## config.mk

```make
export PLATFORM = sky130hd
export DESIGN_NAME = ram_arbiter
export DESIGN_NICKNAME = d
export VERILOG_FILES = /design/src/rtl/ram_arb_pkg.sv /design/src/rtl/ram_arb_pick.sv /design/src/rtl/ram_arbiter.sv
export SDC_FILE = /design/constraint.sdc
export NUM_CORES = 1
export LEC_CHECK = 0
export ABC_AREA = 1
export CAP_MARGIN = 10
export CORE_MARGIN = 2
export CORE_UTILIZATION = 53
export CTS_BUF_LIST = sky130_fd_sc_hd__clkbuf_16
export DETAILED_ROUTE_END_ITERATION = 8
export DONT_BUFFER_PORTS = 1
export PLACE_DENSITY = 0.65
export SYNTH_ARGS = -nofsm -noshare
export SYNTH_HDL_FRONTEND = slang
export SYNTH_HIERARCHICAL = 1
export SYNTH_SLANG_ARGS = --single-unit
export TNS_END_PERCENT = 50
```

## constraint.sdc

```tcl
create_clock -name clk -period 4.7 [get_ports clk]
set_input_delay 0.705 -clock clk [delete_from_list [all_inputs] [get_ports clk]]
set_output_delay 0.705 -clock clk [all_outputs]
set_load 0.005 [all_outputs]
```

## src/rtl/ram_arb_pkg.sv

```systemverilog
// Shared types and default sizing for the two-port data RAM arbiter.
package ram_arb_pkg;

  typedef enum logic {IDLE = 1'b0, ACCESS = 1'b1} state_t;

  localparam int unsigned P_CPU     = 0;
  localparam int unsigned P_LDR     = 1;
  localparam int unsigned DW        = 16;
  localparam int unsigned AW        = 16;
  localparam int unsigned DEPTH     = 126;
  localparam int unsigned MAX_BURST = 4;
  localparam int unsigned BCW       = (MAX_BURST > 2) ? $clog2(MAX_BURST) : 1;

endpackage

```

## src/rtl/ram_arb_pick.sv

```systemverilog
// Combinational winner select for the RAM arbiter (lock/burst aware).
// RAM_ARB_ROUND_ROBIN_EN selects round-robin instead of fixed port-0 priority on unlocked ties.
module ram_arb_pick
  import ram_arb_pkg::*;
(
  input  logic [1:0]     req,
  input  logic [1:0]     lock,
  input  logic           held,
  input  logic           last_winner,
  input  logic [BCW-1:0] burst_cnt,
  output logic           any_c,
  output logic           winner_c,
  output logic           locked_c,
  output logic           limit_c
);

  logic keep;

  always_comb begin
    any_c    = |req;
    winner_c = 1'b0;
    locked_c = 1'b0;
    keep     = held && req[last_winner] && lock[last_winner];
    limit_c  = keep && (burst_cnt >= BCW'(MAX_BURST - 1));
    if (keep && !limit_c) begin
      winner_c = last_winner;
      locked_c = 1'b1;
    end else if (&req) begin
      // An exhausted burst always hands over, whatever the tie rule.
      if (limit_c) begin
        winner_c = ~last_winner;
      end else begin
`ifdef RAM_ARB_ROUND_ROBIN_EN
        winner_c = ~last_winner;
`else
        winner_c = 1'b0;
`endif
      end
    end else begin
      winner_c = req[1];
    end
  end

endmodule

```

## src/rtl/ram_arbiter.sv

```systemverilog
// Two-port arbiter in front of the single-port data RAM; registers the winner onto the RAM pins.
// Optional RAM_ARB_ROUND_ROBIN_EN: round-robin on unlocked ties (default: port 0 priority).
module ram_arbiter
  import ram_arb_pkg::*;
(
  input  logic          clk,
  input  logic          rst,
  input  logic          req0,
  input  logic          we0,
  input  logic          lock0,
  input  logic [AW-1:0] addr0,
  input  logic [DW-1:0] wdata0,
  output logic          gnt0,
  output logic          rvalid0,
  output logic [DW-1:0] rdata0,
  output logic          err0,
  input  logic          req1,
  input  logic          we1,
  input  logic          lock1,
  input  logic [AW-1:0] addr1,
  input  logic [DW-1:0] wdata1,
  output logic          gnt1,
  output logic          rvalid1,
  output logic [DW-1:0] rdata1,
  output logic          err1,
  output logic [AW-1:0] ram_addr,
  output logic [DW-1:0] ram_data,
  output logic          ram_mw,
  input  logic [DW-1:0] ram_rdata
);

  state_t         state;
  logic           last_winner;
  logic [BCW-1:0] burst_cnt;
  logic           acc_port;
  logic           acc_read;
  logic           acc_err;

  logic           any_c, winner_c, locked_c, limit_c;
  logic [AW-1:0]  sel_addr_c;
  logic [DW-1:0]  sel_wdata_c;
  logic           sel_we_c;
  logic           in_range_c;

  ram_arb_pick u_pick (
    .req         ({req1, req0}),
    .lock        ({lock1, lock0}),
    .held        (state == ACCESS),
    .last_winner (last_winner),
    .burst_cnt   (burst_cnt),
    .any_c       (any_c),
    .winner_c    (winner_c),
    .locked_c    (locked_c),
    .limit_c     (limit_c)
  );

  assign sel_addr_c  = winner_c ? addr1  : addr0;
  assign sel_wdata_c = winner_c ? wdata1 : wdata0;
  assign sel_we_c    = winner_c ? we1    : we0;
  assign in_range_c  = sel_addr_c < AW'(DEPTH);

  always_ff @(posedge clk or posedge rst) begin
    if (rst) begin
      state       <= IDLE;
      last_winner <= 1'b1;
      burst_cnt   <= '0;
      acc_port    <= 1'b0;
      acc_read    <= 1'b0;
      acc_err     <= 1'b0;
      gnt0        <= 1'b0;
      gnt1        <= 1'b0;
      rvalid0     <= 1'b0;
      rvalid1     <= 1'b0;
      err0        <= 1'b0;
      err1        <= 1'b0;
      rdata0      <= '0;
      rdata1      <= '0;
      ram_addr    <= '0;
      ram_data    <= '0;
      ram_mw      <= 1'b0;
    end else begin
      gnt0    <= 1'b0;
      gnt1    <= 1'b0;
      rvalid0 <= 1'b0;
      rvalid1 <= 1'b0;
      err0    <= 1'b0;
      err1    <= 1'b0;
      ram_mw  <= 1'b0;

      // Complete the access presented to the RAM during the cycle now ending.
      if (state == ACCESS) begin
        if (acc_read) begin
          if (acc_port == 1'(P_LDR)) begin
            rdata1  <= ram_rdata;
            rvalid1 <= 1'b1;
          end else begin
            rdata0  <= ram_rdata;
            rvalid0 <= 1'b1;
          end
        end
        if (acc_err) begin
          if (acc_port == 1'(P_LDR)) err1 <= 1'b1;
          else                       err0 <= 1'b1;
        end
      end

      if (any_c) begin
        state       <= ACCESS;
        gnt0        <= ~winner_c;
        gnt1        <= winner_c;
        ram_addr    <= in_range_c ? sel_addr_c : '0;
        ram_data    <= sel_wdata_c;
        ram_mw      <= sel_we_c & in_range_c;
        acc_port    <= winner_c;
        acc_read    <= ~sel_we_c & in_range_c;
        acc_err     <= ~in_range_c;
        last_winner <= winner_c;
        if (locked_c)                                burst_cnt <= burst_cnt + BCW'(1);
        else if (limit_c && winner_c == last_winner) burst_cnt <= burst_cnt;
        else                                         burst_cnt <= '0;
      end else begin
        state     <= IDLE;
        acc_read  <= 1'b0;
        acc_err   <= 1'b0;
        burst_cnt <= '0;
      end
    end
  end

endmodule
```

==> results.toml, run 1 <==
[outcome]
run_status = "finished, final reports clean"

[placement]
io_buffers = 0
gp_congestion = 0.781
dp_hpwl_um = 4700
dp_cells = 453
placed_cell_area_um2 = 3340

[synth]
ys_ff_latch = 78
synth-compound-area-share_pct = 7.49
ys_types = 24
synth_top_family_by_area = "simple AND/OR/NAND/NOR gates"
synthAdderAreaFrac_pct = 0
synth_xor_area_share_pct = 0
yosysSeqAreaShare_pct = 58.8
ys_warn_count = 6
syn_inst = 393
yosys.area_share.simple_pct = 25.8
syn-cell-area_um2 = 3320
synthMuxAreaShare_pct = 0
syn_area_per_cell_um2 = 8.46
synth_nets = 481

[grt]
grt-ovfl-total = 0
grt_first_pass_wirelength_um = 11200
grt_pass1_vias = 2376
groute.usage.overall_pct = 20.1
grt_antenna_before_repair = 0
grt_max_degree = 79

[timing]
slew_headroom_pct = 37.3
worst_pin_slew_ns = 0.941
finalHoldViolations = 0
timing.fmax_ghz = 0.359
grt_setup_unrepaired = "no"
fin_tns_setup_ns = 0
min_period_over_period_pct = 59.3
fin_crit_ns = 2.79
setup-violations-final = 0
clock_skew_ns = 0.00763
maxSlewViolCount = 0

[layout]
layout.cells.non_filler = 467
n_antenna_cell = 0
final_nets = 477
final_area_um2 = 3640
syn_to_final_growth_pct = 9.68
drive_gt1_share_pct = 7.40

[clocking]
cts_setup_buffers = 0
cts-root-buf = "clkbuf_16"
cts_sinks = 78
clkTransAtPathRegs_ns = 0.05
cts_buffer_depth = 2
cts_buffers = 9
hold_buffers = 0
h-tree-depth = 3
cts_tree = "done"
clk_latency_ns = 0.33
cts_resized = 0

[pwr]
power_leakage_nw = 1.87
ir_drop_v = 0.000249
p_total_w = 0.00158
p_per_area_nw_per_um2 = 433

[setup_path]
crit_family = "simple AND/OR/NAND/NOR gates"
critPathMaxFanout = 26
path_depth = 12
path_buf_inv = 2
path_common_cell = "nand2_1"
r2r-start = "last_winner$_DFFE_PP1P_"
path_cells = "inv_2 > nand2_2 > nand3_2 > nor2_4 > nor2_2 > nand2_1 > nand2_1 > nand2_1 > clkinv_1 > a22o_1 > nand3_1 > nand2_1"
r2r_end = "ram_addr[0]$_DFFE_PP0P_"
crit_arrival_ns = 2.99
worstRegToRegCells = 12
endpoint_kind = "register"
critPathMaxStageDelay_ns = 0.59
endpoint = "ram_addr[0]$_DFFE_PP0P_"
crit_slowest_cell = "dfstp_2"
critPathRequiredTime_ns = 4.91
crit_start = "last_winner$_DFFE_PP1P_"
cp-start-kind = "register"
reg2reg_slack_ns = 1.91
crit_type = "register to register"

[floorplanning]
core_um2 = 5990
ioPinCount = 159
die-area_um2 = 6920
die_x_um = 83.2
start_util_pct = 55.5
rows = 28
die_y_um = 83.2

[routing]
wl_um = 6760
ant_nets = 0
routed-via-count = 2455
post_drt_wl_per_cell_um = 14.5
drtIter0Drc = 131
dr.pass1.iters = 5
drc = 0
viasPerCell = 5.26

[worst_hold_path]
hp-class = "register to register"
min_from = "acc_port$_DFFE_PP0P_"

[job]
maxCapViolCount = 0
[synthesized netlist by cell type]
cell | n | area share (%)
nor2_4 | 2 | 0.68
clkinv_1 | 1 | 0.11
nor2_1 | 25 | 2.8
buf_4 | 1 | 0.23
o21ai_1 | 3 | 0.45
nand4_1 | 2 | 0.38
nand3_2 | 3 | 0.90
or2_2 | 2 | 0.38
nor2_2 | 2 | 0.38
or2_1 | 3 | 0.56
a22o_1 | 1 | 0.26
dfstp_2 | 1 | 0.79
dfrtp_1 | 77 | 58
o21ai_0 | 43 | 6.5
nand2_2 | 2 | 0.38
nor3_1 | 4 | 0.60
a21oi_1 | 2 | 0.30
inv_1 | 45 | 5.1
nand3_1 | 27 | 4.1
buf_6 | 2 | 0.68
buf_2 | 3 | 0.45
clkbuf_1 | 10 | 1.1
nand2_1 | 130 | 15
inv_2 | 2 | 0.23
[report_power, final]
part           internal [W]  total, W  switching, W
registers          0.000716  0.000752     0.0000354
logic             0.0000414  0.000131     0.0000895
clock network      0.000455  0.000697      0.000242
[worst register-to-register path: cells and delay by family (launching register included)]
kind / cells / cell delay (ns)
AO/OA/AOI/OAI: 1 / 0.37
AND/OR/NAND/NOR: 9 / 1.22
flip-flops: 1 / 0.59
buffers and inverters: 2 / 0.51
[how the worst min path moves through the flow]
| stage | to | slack (ns) | cells past startpoint |
|---|---|---|---|
| floorplan | err0$_DFF_PP0_ | 0.43 | 1 |
| global placement | err0$_DFF_PP0_ | 0.45 | 1 |
| detailed placement | err0$_DFF_PP0_ | 0.45 | 1 |
| CTS | err0$_DFF_PP0_ | 0.45 | 1 |
| global route | ram_data[13]$_DFFE_PP0P_ | 0.49 | 2 |
| finish | err0$_DFF_PP0_ | 0.45 | 1 |
[sequential cells by signal (all words and copies together), names as in the netlist]
| register | count |
|---|---|
| acc_err | 1 |
| acc_port | 1 |
| last_winner | 1 |
| rdata1 | 16 |
| ram_mw | 1 |
| acc_read | 1 |
| rvalid0 | 1 |
| ram_data | 16 |
| rdata0 | 16 |
| err1 | 1 |
| burst_cnt | 2 |
| rvalid1 | 1 |
| gnt0 | 1 |
| err0 | 1 |
| ram_addr | 16 |
| gnt1 | 1 |
| state | 1 |
[layout by cell type, fill, tap and decap left out, drive strengths merged, types with 2 or more instances in the layout]
cell type and n:
nand3 30, o21ai 46, nand2 132, nor2 29
inv 46, clkbuf 9, or2 5, clkinv 4
bufinv 2, nor3 4, a21oi 2, nand4 2
dfrtp 77
[per-layer routing]
layer	track usage, %	up-vias	part of all wire [%]
met2	30.8	116	46
met3	9.24	8	11
li1	-	1207	-
met4	7.15	0	1.2
met1	25.3	1124	41
met5	0	-	0
[logic make-up after synthesis]
logic type	Yosys count
AOI/OAI and AO/OA	49
DFF	78
and+or+nand+nor	202
buffers and inverters	64
[stage by stage]
step | worst slack (ns) | hold WS, ns | utilization, %
CTS | 1.88 | 0.453 | 60.8
finish | 1.91 | 0.451 | 60.8
global placement | 1.84 | 0.447 | 55.8
global route | 1.65 | 0.492 | 60.8
floorplan | 2.00 | 0.432 | -
detailed placement | 1.73 | 0.447 | 55.8
[cell type report]
type / count / area, um2
flip-flops and latches: 78 / 1950
clock inverters: 5 / 76.3
fillers: 545 / 2350
well taps: 75 / 93.8
repair buffers: 1 / 7.51
inverters: 48 / 181
clock buffers: 9 / 225
multi-input cells: 251 / 1110
(Power assumes the default switching activity.)
==> run 2: changes to the inputs <==
- clock period: 4.7 -> 2.9 ns (I/O delays scaled with it)
==> run 2 against run 1 <==
Combinational power increased by 69%; critical path depth rose by 2; sequential power grew 62%; non-clock buffer count is 5 higher; count of clock-buffer cells in the layout stayed put; worst hold slack worse by 0.37 ns; first-iteration DRC count decreased by 32%; via count shrank 0.73%; total power grew 63%; cell count up 1.1%; sequential share of layout area decreased by 0.55 points; cell area grew 1.0%; largest cell class unchanged; highest routed layer unchanged.
==> results.toml, run 2 (same netlist as run 1, synthesis figures left out) <==
[layout]
final_common_cell = "nand2_1"
most-common-layout-cells = "130 x nand2_1, 77 x dfrtp_1, 44 x inv_1"
syn_to_final_growth_pct = 10.8
post-route-util_pct = 61.5
n_antenna_cell = 0
multi_input_area_um2 = 1110
num-fill-cells = 535
drive_gt1_share_pct = 8.56
final_nets = 482
seq_area_um2 = 1950
layout.cells.non_filler = 472

[grt]
grt_first_pass_wirelength_um = 11500
grt_max_degree = 44
grt-ovfl-total = 0
grt_antenna_before_repair = 0
groute.usage.overall_pct = 20.6
grt_pass1_vias = 2430

[placement]
io_buffers = 0
gp_congestion = 0.796
dp_cells = 458
dp_hpwl_um = 4830

[timing]
worst_pin_slew_ns = 0.798
fin_tns_setup_ns = 0
maxSlewViolCount = 0
fin_crit_ns = 2.49
setup-violations-final = 0
slew_headroom_pct = 46.7
grt_setup_unrepaired = "no"
min_period_over_period_pct = 86.0
timing.fmax_ghz = 0.401
clock_skew_ns = 0.00654
finalHoldViolations = 0

[pwr]
p_seq_share_pct = 47.3
p_switching_w = 0.000601
internal_power_w = 0.00197
power_leakage_nw = 1.89
pwr-share-clk_pct = 44.1
ir_drop_v = 0.000584
p_comb_share_pct = 8.6
p_per_area_nw_per_um2 = 699
power_switching_share_pct = 23.3

[routing]
dr.pass1.iters = 4
post_drt_wl_per_cell_um = 14.1
drc = 0
drtIter0Drc = 89
ant_nets = 0
wl_um = 6650
viasPerCell = 5.16
routed-via-count = 2437

[clocking]
clk_latency_ns = 0.32
cts_tree = "done"
cts_buffers = 9
cts_buffer_depth = 2
cts_sinks = 78
cts_setup_buffers = 0
h-tree-depth = 3
cts-root-buf = "clkbuf_16"
hold_buffers = 0
cts_resized = 0
clkTransAtPathRegs_ns = 0.06

[floorplanning]
die-area_um2 = 6920
die_y_um = 83.2
rows = 28
start_util_pct = 55.5
core_um2 = 5990
ioPinCount = 159
die_x_um = 83.2

[setup_path]
path_cells = "inv_2 > nand2_2 > nand3_2 > nor2_4 > nor2_2 > nand2_1 > nand2_1 > buf_4 > or2_2 > o21ai_0 > nor2_1 > nand3_2 > nand3_2 > nor2_1"
critPathMaxFanout = 16
path_buf_inv = 2
cp-start-kind = "register"
crit_family = "simple AND/OR/NAND/NOR gates"
endpoint_kind = "register"
critPathMaxStageDelay_ns = 0.57
crit_slowest_cell = "dfstp_2"
path_common_cell = "nand3_2"
critPathRequiredTime_ns = 3.15
crit_arrival_ns = 2.74
crit_type = "register to register"

[outcome]
run_status = "finished, final reports clean"

[job]
maxCapViolCount = 0

[worst_hold_path]
hp-class = "primary input to asynchronous set/reset pin"
-- run 2: cell types whose count changed in the layout (fill, tap and decap cells not counted), sizes merged --
cell | before | now
buf | 1 | 6
-- run 2: worst paths after layout --
kind                                    startpoint                       to  slack [ns]  depth (start not counted)
setup / recovery           last_winner$_DFFE_PP1P_       acc_read$_DFF_PP0_        0.41                         14
hold / removal                                 rst  ram_data[1]$_DFFE_PP0P_        0.08                          1
setup reg to reg           last_winner$_DFFE_PP1P_       acc_read$_DFF_PP0_        0.41                         14
hold reg to reg               acc_port$_DFFE_PP0P_           err0$_DFF_PP0_        0.45                          1
max in group asynchronous                      rst    rdata0[3]$_DFFE_PP0P_        2.10                          2
min in group clk                         wdata0[2]  ram_data[2]$_DFFE_PP0P_        0.23                          2
-- run 2: stage by stage --
step	worst slack [ns]	hold WS, ns	power [W]	cell area, um2
finish	0.406	0.0837	0.00257	3680
CTS	0.393	0.116	0.00260	3680
detailed placement	0.414	0.452	0.00146	3380
global placement	0.491	0.444	0.00146	3380
global route	0.126	0.133	0.00271	3680
floorplan	0.472	0.432	0.00141	3320
-- run 2: cell type report --
type,instances,share of cell area [%]
repair buffers,6,1.22
multi-input cells,251,30.1
flip-flops and latches,78,53.0
clock buffers,9,6.12
well taps,75,2.55
inverters,48,4.93
clock inverters,5,2.07
-- run 2: power groups by stage --
| stage | sequential [W] | clock, W | combinational (W) |
|---|---|---|---|
| final | 0.00122 | 0.00113 | 0.000222 |
| after global routing | 0.00123 | 0.00121 | 0.000266 |
| after CTS | 0.00122 | 0.00115 | 0.000228 |
| after detailed placement | 0.00124 | 0 | 0.000227 |
| after global placement | 0.00124 | 0 | 0.000220 |
| after floorplan | 0.00122 | 0 | 0.000190 |
-- run 2: layer usage --
layer | vias to the layer above | part of all wire (%) | track usage [%]
met5 | - | 0 | 0
met4 | 0 | 1.9 | 8.05
met3 | 12 | 10 | 8.85
met2 | 117 | 46 | 32.1
met1 | 1098 | 42 | 25.6
li1 | 1210 | - | -
-- run 2: worst reg2reg max path, delay by kind of cell, from the launching register on --
family / cells / cell delay [ns]
AOI/OAI and AO/OA: 1 / 0.11
and+or+nand+nor: 11 / 1.40
DFF: 1 / 0.57
buffers and inverters: 2 / 0.34
